[src/rtl/ajw_alu_pkg.sv]
// Shared ALU package: datapath width, default lookahead group size and word type.
package ajw_alu_pkg;
  localparam int XLEN      = 32;
  localparam int CLA_GROUP = 4;

  typedef logic [XLEN-1:0] word_t;
endpackage

[src/rtl/ajw_cla_group.sv]
// One carry-lookahead group: flattened in-group carries plus group generate/propagate.
import ajw_alu_pkg::*;

module ajw_cla_group #(
  parameter int GROUP = CLA_GROUP
) (
  input  logic [GROUP-1:0] op_x,
  input  logic [GROUP-1:0] op_y,
  input  logic             cin,
  output logic [GROUP-1:0] sum,
  output logic             gg,
  output logic             gp
);

  logic [GROUP-1:0] g;
  logic [GROUP-1:0] p;
  logic [GROUP-1:0] c;

  assign g = op_x & op_y;
  assign p = op_x ^ op_y;

  // GG/GP must not depend on cin so the group-level lookahead has no loop.
  always_comb begin
    logic term;
    gg   = 1'b0;
    term = 1'b0;
    for (int j = 0; j < GROUP; j++) begin
      term = g[j];
      for (int k = j + 1; k < GROUP; k++) term = term & p[k];
      gg = gg | term;
    end
    gp = &p;
  end

  // c[i] = g[i-1] | p[i-1]&g[i-2] | ... | p[i-1..0]&cin, as a sum of products
  always_comb begin
    logic acc;
    logic term;
    c    = '0;
    acc  = 1'b0;
    term = 1'b0;
    for (int i = 0; i < GROUP; i++) begin
      acc = cin;
      for (int j = 0; j < i; j++) acc = acc & p[j];
      for (int j = 0; j < i; j++) begin
        term = g[j];
        for (int k = j + 1; k < i; k++) term = term & p[k];
        acc = acc | term;
      end
      c[i] = acc;
    end
  end

  assign sum = p ^ c;

endmodule

[src/rtl/ajw_addsub_core.sv]
// Registered two-level carry-lookahead adder; subtraction via inverted opY_i and cin_i=1.
// Define AJW_ADDSUB_FLAGS_EN to add the registered ovf_o and zero_o flags.
import ajw_alu_pkg::*;

module ajw_addsub_core #(
  parameter int WIDTH = XLEN,
  parameter int GROUP = CLA_GROUP
) (
  input  logic             clk_i,
  input  logic             rst_ni,
  input  logic [WIDTH-1:0] opX_i,
  input  logic [WIDTH-1:0] opY_i,
  input  logic             cin_i,
  output logic [WIDTH-1:0] sum_o,
`ifdef AJW_ADDSUB_FLAGS_EN
  output logic             ovf_o,
  output logic             zero_o,
`endif
  output logic             cout_o
);

  localparam int NGRP = WIDTH / GROUP;

  logic [NGRP-1:0]  grp_g;
  logic [NGRP-1:0]  grp_p;
  logic [NGRP:0]    grp_c;
  logic [WIDTH-1:0] sum_d;

  for (genvar gi = 0; gi < NGRP; gi++) begin : g_grp
    ajw_cla_group #(.GROUP(GROUP)) u_grp (
      .op_x (opX_i[gi*GROUP +: GROUP]),
      .op_y (opY_i[gi*GROUP +: GROUP]),
      .cin  (grp_c[gi]),
      .sum  (sum_d[gi*GROUP +: GROUP]),
      .gg   (grp_g[gi]),
      .gp   (grp_p[gi])
    );
  end

  // Carry into every group computed directly from cin_i, GG and GP: no inter-group ripple.
  always_comb begin
    logic acc;
    logic term;
    grp_c = '0;
    acc   = 1'b0;
    term  = 1'b0;
    for (int k = 0; k <= NGRP; k++) begin
      acc = cin_i;
      for (int j = 0; j < k; j++) acc = acc & grp_p[j];
      for (int j = 0; j < k; j++) begin
        term = grp_g[j];
        for (int m = j + 1; m < k; m++) term = term & grp_p[m];
        acc = acc | term;
      end
      grp_c[k] = acc;
    end
  end

  always_ff @(posedge clk_i or negedge rst_ni) begin
    if (!rst_ni) begin
      sum_o  <= '0;
      cout_o <= 1'b0;
    end else begin
      sum_o  <= sum_d;
      cout_o <= grp_c[NGRP];
    end
  end

`ifdef AJW_ADDSUB_FLAGS_EN
  logic c_msb;
  logic ovf_d;

  // Carry into the MSB recovered from its sum and propagate bits.
  assign c_msb = sum_d[WIDTH-1] ^ opX_i[WIDTH-1] ^ opY_i[WIDTH-1];
  assign ovf_d = grp_c[NGRP] ^ c_msb;

  // zero_o clears in reset even though the reset sum is zero.
  always_ff @(posedge clk_i or negedge rst_ni) begin
    if (!rst_ni) begin
      ovf_o  <= 1'b0;
      zero_o <= 1'b0;
    end else begin
      ovf_o  <= ovf_d;
      zero_o <= ~|sum_d;
    end
  end
`endif

endmodule

[config.mk]
export PLATFORM = sky130hd
export DESIGN_NAME = ajw_addsub_core
export DESIGN_NICKNAME = d
export VERILOG_FILES = /design/src/rtl/ajw_alu_pkg.sv /design/src/rtl/ajw_cla_group.sv /design/src/rtl/ajw_addsub_core.sv
export SDC_FILE = /design/constraint.sdc
export NUM_CORES = 1
export LEC_CHECK = 0
export CAP_MARGIN = 20
export CORE_MARGIN = 2
export CORE_UTILIZATION = 42
export DETAILED_ROUTE_END_ITERATION = 6
export GPL_TIMING_DRIVEN = 1
export PLACE_DENSITY = 0.92
export SLEW_MARGIN = 20
export SYNTH_ARGS = -nofsm -noshare
export SYNTH_HDL_FRONTEND = slang
export SYNTH_SLANG_ARGS = --single-unit
[constraint.sdc]
create_clock -name clk_i -period 0.8 [get_ports clk_i]
set_input_delay 0.16 -clock clk_i [delete_from_list [all_inputs] [get_ports clk_i]]
set_output_delay 0.16 -clock clk_i [all_outputs]
set_load 0.02 [all_outputs]
* Word-level counts from Yosys, hierarchy flattened
Index checks and enable logic that the tools add are counted.
** Word-level totals
- Flip-flop bits (word level) :: 33
- Input port bits :: 67
- Output and inout port bits :: 33
- Logic and storage cells :: 250
** Cells by class
- Bitwise logic cells :: 240
- Reductions and logical operators :: 8
** Operator list (count)
- bitwise AND 1 bit :: 108
- bitwise OR 1 bit :: 108
- XOR 4 bit :: 16
- bitwise AND 4 bit :: 8
- AND reduction 4 bit :: 8

* Depth between registers and ports, before layout
Gate-level depths: netlist of the first run.
- Depth in word-level cells :: 27
- Depth in mapped cells :: 12
- Mapped depth without buffers :: 12

* Cells and area by module
From an unflattened synthesis of the first run, not the netlist that was laid out.
** Second synthesis, totals
- Cells, all modules :: 239
- Area total of the unflattened synthesis :: 2364.8 um^2
** Modules (own cells, without submodules)
- ajw_cla_group at g_grp[2].u_grp ... :: instances 6, cells an instance 24, area an instance 177.7 um^2, seq. area each 0.0 um^2
- ajw_addsub_core :: instances 1, cells an instance 49, area an instance 938.4 um^2, seq. area each 825.8 um^2
- ajw_cla_group at g_grp[0].u_grp ... :: instances 2, cells an instance 23, area an instance 180.2 um^2, seq. area each 0.0 um^2

* Worst setup path before layout of the first run
OpenSTA, ideal clock, no wires.
- Path type :: in2reg
- Start point :: input port opX_i[5]
- End point :: register sum_o[23]
- Library setup time :: 122 ps
- Arrival :: 2161 ps
- Required time :: 678 ps
- Path slack :: -1483 ps
- Stages on the path :: 12
- Path buffers :: 0
- Cell sequence :: ha_1 a21oi_2 o21ai_2 or3b_1 and3_1 or3_1 nand2b_1 ha_1 o21a_1 o21a_1 nor2_1 xnor2_1
** On the way
- Word-level cells in the longest chain between the ends :: 21
- Elaborated cells on any way between the ends :: 34
- Classes of those cells :: 33 x bitwise; 1 x reduce/logical
** Ends and longest elaborated chain
- start, declared :: RTL line ajw_addsub_core.sv:11 : input logic [WIDTH-1:0] opX_i,
- XOR 4 bit :: RTL line ajw_cla_group.sv:20 : assign p = op_x ^ op_y;
- bitwise AND 1 bit (3 in series) :: RTL line ajw_cla_group.sv:29 : for (int k = j + 1; k < GROUP; k++) term = term & p[k];
- bitwise OR 1 bit (3 in series) :: RTL line ajw_cla_group.sv:30 : gg = gg | term;
- bitwise AND 1 bit (3 in series) :: RTL line ajw_addsub_core.sv:52 : for (int m = j + 1; m < k; m++) term = term & grp_p[m];
- bitwise OR 1 bit (*) (4 in series) :: RTL line ajw_addsub_core.sv:53 : acc = acc | term;
- bitwise AND 1 bit (*) (3 in series) :: RTL line ajw_cla_group.sv:44 : for (int j = 0; j < i; j++) acc = acc & p[j];
- bitwise OR 1 bit (*) (3 in series) :: RTL line ajw_cla_group.sv:48 : acc = acc | term;
- XOR 4 bit (*) :: RTL line ajw_cla_group.sv:54 : assign sum = p ^ c;
- named net g_grp[5].u_grp.sum[3] :: RTL line ajw_cla_group.sv:10 : output logic [GROUP-1:0] sum,
- end signal, assigned :: RTL line ajw_addsub_core.sv:64 : sum_o <= sum_d;
- end, declared :: RTL line ajw_addsub_core.sv:14 : output logic [WIDTH-1:0] sum_o,
The timed path passes the listed nets; every way through them passes the cells marked *.

* Worst setup path after layout of the first run
- Start point :: input port opY_i[10]
- End point :: register sum_o[23]
** On the way
- Word-level cells in the longest chain between the ends :: 18
- Elaborated cells on any way between the ends :: 34
- Classes of those cells :: 33 x bitwise; 1 x reduce/logical
** Ends and longest elaborated chain
- start, declared :: RTL line ajw_addsub_core.sv:12 : input logic [WIDTH-1:0] opY_i,
- XOR 4 bit :: RTL line ajw_cla_group.sv:20
- bitwise AND 1 bit (2 in series) :: RTL line ajw_cla_group.sv:29
- bitwise OR 1 bit (3 in series) :: RTL line ajw_cla_group.sv:30
- bitwise AND 1 bit (2 in series) :: RTL line ajw_addsub_core.sv:52
- bitwise OR 1 bit (*) (3 in series) :: RTL line ajw_addsub_core.sv:53
- bitwise AND 1 bit (*) (3 in series) :: RTL line ajw_cla_group.sv:44
- bitwise OR 1 bit (*) (3 in series) :: RTL line ajw_cla_group.sv:48
- XOR 4 bit (*) :: RTL line ajw_cla_group.sv:54
- named net g_grp[5].u_grp.sum[3] :: RTL line ajw_cla_group.sv:10
Marked as above.

==> results.cfg, run 1 <==
[die]
start_util_pct = 43.3
die_area_um2 = 5860
rows = 26
io_pins = 100
die_x_um = 76.6
die_h_um = 76.6
coreArea_um2 = 5110

[sta]
relSlewSlack_pct = 77.4
tightestPinTransition_ns = 0.336
period_share_pct = 310
drv_slew = 0
clock.fmax_mhz = 403
finalCriticalPeriod_ns = 2.48
rsz0062_at_grt = true
fin_ws_ns = -1.68
hold_violations = 0
setup_viol = 65

[worst_setup_path]
crit_path_start_kind = input port
setup.worst_path.end_class = flop
critPathKind = input port to flop
crit_arrival_ns = 2.69
cp.required_ns = 1.01
crit_path_max_fanout = 3

[clock_network]
clk_pin_slew_ns = 0.07
cts_tree = built
clock-sinks = 33
htreeDepth = 2
cts_buffer_depth = 2
numCtsBuffers = 5
cts_root_buf = clkbuf_8

[synthesis]
synth_fp_nets = 318
netlist_area_um2 = 2210
yosysUniqueCellTypes = 31
ys_seq_elements = 33
netlist_instances = 203
seq_area_frac_synth_pct = 37.3
syn-mean-instance-area_um2 = 10.9
synth_warnings = 0

[drt]
met3_length_um = 681
met2_length_um = 5780
dr.pass1.iters = 4
totalWireLength_um = 10900
wl_per_cell_um = 23.7
ant_nets = 0
drt_iter0_markers = 103
drt-met1-wl_um = 3750
vias = 2599
post-route-drc-count = 0
drt-vias-per-instance = 5.64
routed.top_layer = met4

[global_routing]
grt_overflow = 0
grt_pass1_wl_um = 13500
grt_start_max_net_pins = 34
antenna_found_initial = 0
track_usage_pct = 29.8
grt_pass1_vias = 2627

[cells_and_area]
layout-drive-gt1-share_pct = 65.0
seq_area_um2 = 826
multi_input_area_um2 = 2040
diodes = 0
layout_commonest_cell = buf_4
fin_nets = 505
n_fill_cell = 182
syn2layout_area_growth_pct = 111
layout_common_cells = buf_4, buf_6, dfrtp_1
stdcell_count = 461

[worst_hold_path]
hold_path_class = input port to flop
holdPathStages = 3
hold_end = sum_o[3]
min_from = opX_i[3]

[place]
numPortBuffers = 99
dp.final_hpwl_um = 5280
post-place-ws_ns = -2.09
place_congestion = 0.814
dp.cells = 428

[power]
cellLeakagePower_uw = 0.00208
p_per_area_nw_per_um2 = 1620
vdd_ir_drop_max_v = 0.00108

[run_status]
violations = negative setup slack
status = finished with violations

[run]
maxCapViolations = 0
## power breakdown
| group | switching, uW | internal, uW | leakage [uW] | total (uW) |
|---|---|---|---|---|
| combinational | 1960 | 2130 | 0.00165 | 4090 |
| clock | 687 | 601 | 0.0000439 | 1290 |
| sequential | 195 | 2010 | 0.000382 | 2200 |
## cell families after synthesis
kind of cell | Yosys count | share of synthesized area [%]
AND/OR/NAND/NOR | 51 | 11.0
AO/OA/AOI/OAI | 48 | 14.3
adder cells (fa/ha/maj) | 48 | 29.9
flip-flops | 33 | 37.3
XOR/XNOR | 16 | 6.34
buffers and inverters | 7 | 1.19
## per-layer routing
| layer | track usage, % | vias to the layer above |
|---|---|---|
| met5 | 0 | - |
| li1 | - | 1097 |
| met3 | 4.98 | 63 |
| met4 | 13.5 | 0 |
| met2 | 56.9 | 158 |
| met1 | 31.8 | 1281 |
## how the worst max path moves through the flow
| stage | from | to | slack [ns] |
|---|---|---|---|
| finish | opY_i[10] | sum_o[23] | -1.68 |
| detailed placement | opX_i[0] | sum_o[31] | -2.09 |
| global route | opY_i[10] | sum_o[23] | -1.76 |
| CTS | opX_i[5] | sum_o[23] | -1.33 |
| global placement | opX_i[0] | sum_o[31] | -2.00 |
| floorplan | opX_i[7] | sum_o[23] | -1.40 |
## worst max-delay path, cell delays in order
cell and delay [ns]:
clkdlybuf4s15_2 0.20, ha_4 0.29, nand2_4 0.08, or3b_4 0.42, and3_4 0.18, or3_1 0.36
nand2b_1 0.14, ha_2 0.20, o21a_1 0.19, o21a_1 0.22, nor2_1 0.08, xnor2_1 0.17
## area by class of cell
class                           instances  share of cell area (%)
Multi-Input combinational cell        163                    43.7
Timing Repair Buffer                  180                    34.1
Sequential cell                        33                    17.7
Tap cell                               70                    1.88
Clock buffer                            5                    1.47
Inverter                                7                   0.724
Clock inverter                          3                   0.375
## stage by stage
step	cell area [um^2]	TNS [ns]	hold slack [ns]	util (%)	total power, uW
detailed placement	3960	-62.85	0.133	77.6	5230
global placement	3960	-61.34	0.134	77.6	5090
floorplan	2450	-28.58	-0.136	-	3540
CTS	4510	-33.99	0.193	88.4	6990
global route	4670	-41.74	0.234	91.4	7860
finish	4670	-39.77	0.227	91.4	7580
## Yosys cell counts
| cell type | number | area share (%) |
|---|---|---|
| nor3_1 | 10 | 2.3 |
| a41oi_1 | 1 | 0.40 |
| o21ai_1 | 5 | 1.1 |
| o21ai_2 | 1 | 0.40 |
| o21a_1 | 16 | 5.4 |
| and3_1 | 1 | 0.28 |
| o21ai_0 | 2 | 0.45 |
| xor2_1 | 7 | 2.8 |
| or3b_1 | 1 | 0.40 |
| a21oi_2 | 1 | 0.40 |
| or3_1 | 1 | 0.28 |
| nand2b_1 | 1 | 0.28 |
| or2_1 | 1 | 0.28 |
| xnor2_1 | 9 | 3.6 |
| nand2_1 | 7 | 1.2 |
| nor2_2 | 1 | 0.28 |
| ha_1 | 40 | 23 |
| a211oi_1 | 2 | 0.68 |
| a21oi_1 | 12 | 2.7 |
| nand3_1 | 1 | 0.23 |
| nor2b_1 | 1 | 0.28 |
| o21bai_1 | 1 | 0.34 |
| nor2_1 | 21 | 3.6 |
| o31ai_1 | 2 | 0.68 |
| dfrtp_1 | 33 | 37 |
| fa_1 | 8 | 7.2 |
| nand2_4 | 1 | 0.51 |
| o211ai_1 | 1 | 0.34 |
| a21o_1 | 4 | 1.4 |
| inv_1 | 7 | 1.2 |
| nand4_1 | 4 | 1.1 |
## state kept, by name, summed over array words and instances, names as in the netlist
signal and flops:
sum_o 32, cout_o 1
## what timing repair did
item | CTS | global route
endpoints found under the hold margin | 33 | 0
gates resized for setup | 416 | 56
buffers inserted | 16 | 9
setup endpoints to repair | 66 | 65
pin swaps | 73 | 24
cloned | 0 | 0
hold buffers | 1 | 0
Power figures use the tool's default switching activity.
==> run 2, diff against run 1 <==
CAP_MARGIN = 10   (was 20)
PLACE_DENSITY = 0.78   (was 0.92)
==> results.cfg, run 2 (same netlist as run 1, synthesis figures left out) <==
[drt]
wl_per_cell_um = 22.0
vias = 2529
drt_iter0_markers = 168
post-route-drc-count = 0
ant_nets = 0
dr.pass1.iters = 4
totalWireLength_um = 10300
drt-vias-per-instance = 5.42

[cells_and_area]
largest_register = sum_o
top_regs = sum_o: 32 flops, cout_o: 1 flops
fin_area_um2 = 4680
syn2layout_area_growth_pct = 112
largest_reg_flops = 32
layout_commonest_cell = buf_4
layout_common_cells = buf_4, buf_6, dfrtp_1
fin_nets = 511
layout-drive-gt1-share_pct = 63.0
n_fill_cell = 183
diodes = 0

[worst_setup_path]
critPathKind = input port to flop
cp.required_ns = 0.99
crit_path_max_fanout = 2
setup.worst_path.end_class = flop
crit_arrival_ns = 2.61
crit_start = opY_i[14]
crit_path_start_kind = input port

[run_status]
violations = negative setup slack
status = finished with violations

[place]
placed_cell_area_um2 = 3990
numPortBuffers = 99
dp.final_hpwl_um = 5120
place_congestion = 0.764

[sta]
rsz0062_at_grt = true
period_share_pct = 302
finalCriticalPeriod_ns = 2.42
fin_tns_setup_ns = -41.16
hold_violations = 0
tightestPinTransition_ns = 0.272
setup_viol = 65
clock.fmax_mhz = 413
hold_ws_ns = 0.259
drv_slew = 0
relSlewSlack_pct = 81.8
fin_ws_ns = -1.62

[global_routing]
grt_pass1_wl_um = 13300
grt_overflow = 0
grt_pass1_vias = 2738
use_met2_pct = 56.4
track_usage_pct = 29.1
globalRouteMet3Util_pct = 5.45
grt_start_max_net_pins = 34
grt.busiest_layer = met2
use_met1_pct = 29.7
antenna_found_initial = 0

[power]
p_int_uw = 4920
clkPwrFrac_pct = 19.1
p_seq_share_pct = 28.6
power_switching_uw = 2780
cellLeakagePower_uw = 0.00209
comb_power_share_pct = 52.3
vdd_ir_drop_max_v = 0.000976
p_per_area_nw_per_um2 = 1650
swShare_pct = 36.1

[worst_hold_path]
min_from = opY_i[4]
hold_end = sum_o[4]
holdPathStages = 2
hold_path_class = input port to flop

[clock_network]
numCtsBuffers = 5
htreeDepth = 2
cts_buffer_depth = 2
clock-sinks = 33
cts_tree = built
clk_pin_slew_ns = 0.08
cts_root_buf = clkbuf_8

[die]
io_pins = 100
die_area_um2 = 5860
start_util_pct = 43.3
die_h_um = 76.6
die_x_um = 76.6
coreArea_um2 = 5110
rows = 26

[run]
maxCapViolations = 0
-- run 2: changes by cell type in the layout (fill, tap and decap cells not counted), moves of 3 or more --
| cell | change |
|---|---|
| dlygate4sd2_1 | +11 |
| o21ai_4 | -3 |
| o21ai_2 | +3 |
| ha_4 | -4 |
| buf_4 | +7 |
| clkbuf_2 | -12 |
| a21oi_2 | +3 |
| buf_6 | -4 |
| nor3_2 | +3 |
-- run 2: cell type report --
class	instances	area [um^2]	share of cell area (%)
sequential	33	826	17.6
inverter	7	33.8	0.722
clock inverter	1	5.00	0.107
timing repair buffer	186	1680	35.8
multi-input combinational	163	1960	41.8
clock buffer	7	96.3	2.06
tap	70	87.6	1.87
-- run 2: worst max-delay path: stages --
cell and delay [ns]:
dlygate4sd2_1 0.24, ha_1 0.35, nand2_1 0.14, o21ai_2 0.21, a41oi_2 0.09, buf_4 0.19
or3_1 0.41, nand2b_1 0.12, ha_2 0.17, o21a_1 0.16, o21a_1 0.18, nor2_1 0.07
xnor2_1 0.12
-- run 2: what timing repair did --
item / CTS / global route
gates resized for setup: 398 / 37
pin swaps: 66 / 35
endpoints found under the setup margin: 66 / 65
hold buffers: 1 / 0
hold endpoints to repair: 33 / 0
buffers inserted: 15 / 12
-- run 2: worst max path at each step --
stage,end,slack [ns]
global route,sum_o[23],-1.68
finish,sum_o[23],-1.62
global placement,sum_o[31],-2.00
floorplan,sum_o[23],-1.40
CTS,sum_o[23],-1.34
detailed placement,sum_o[31],-2.04
-- run 2: layer usage --
metal	vias to the layer above	share of wire (%)	routed length, um
li1	1104	-	-
met1	1256	35	3610
met2	127	55	5660
met3	42	4.7	489
met4	0	5.2	533
met5	-	0	0
-- run 2: power by group through the flow --
stage	clock [uW]	combinational (uW)	sequential, uW
2_1_floorplan	0	971	2570
6_report	1470	4030	2210
4_1_cts	1430	3480	2180
3_5_place_dp	0	3130	2130
5_1_grt	1570	4200	2230
3_3_place_gp	0	3020	2120
-- run 2: through the flow --
step	total power, uW	utilization [%]	worst slack (ns)	std cells
3_5_place_dp	5260	78.1	-2.04	432
5_1_grt	8000	91.6	-1.68	467
4_1_cts	7090	87.3	-1.34	456
2_1_floorplan	3540	-	-1.40	203
6_report	7700	91.6	-1.62	467
3_3_place_gp	5140	78.1	-2.00	432
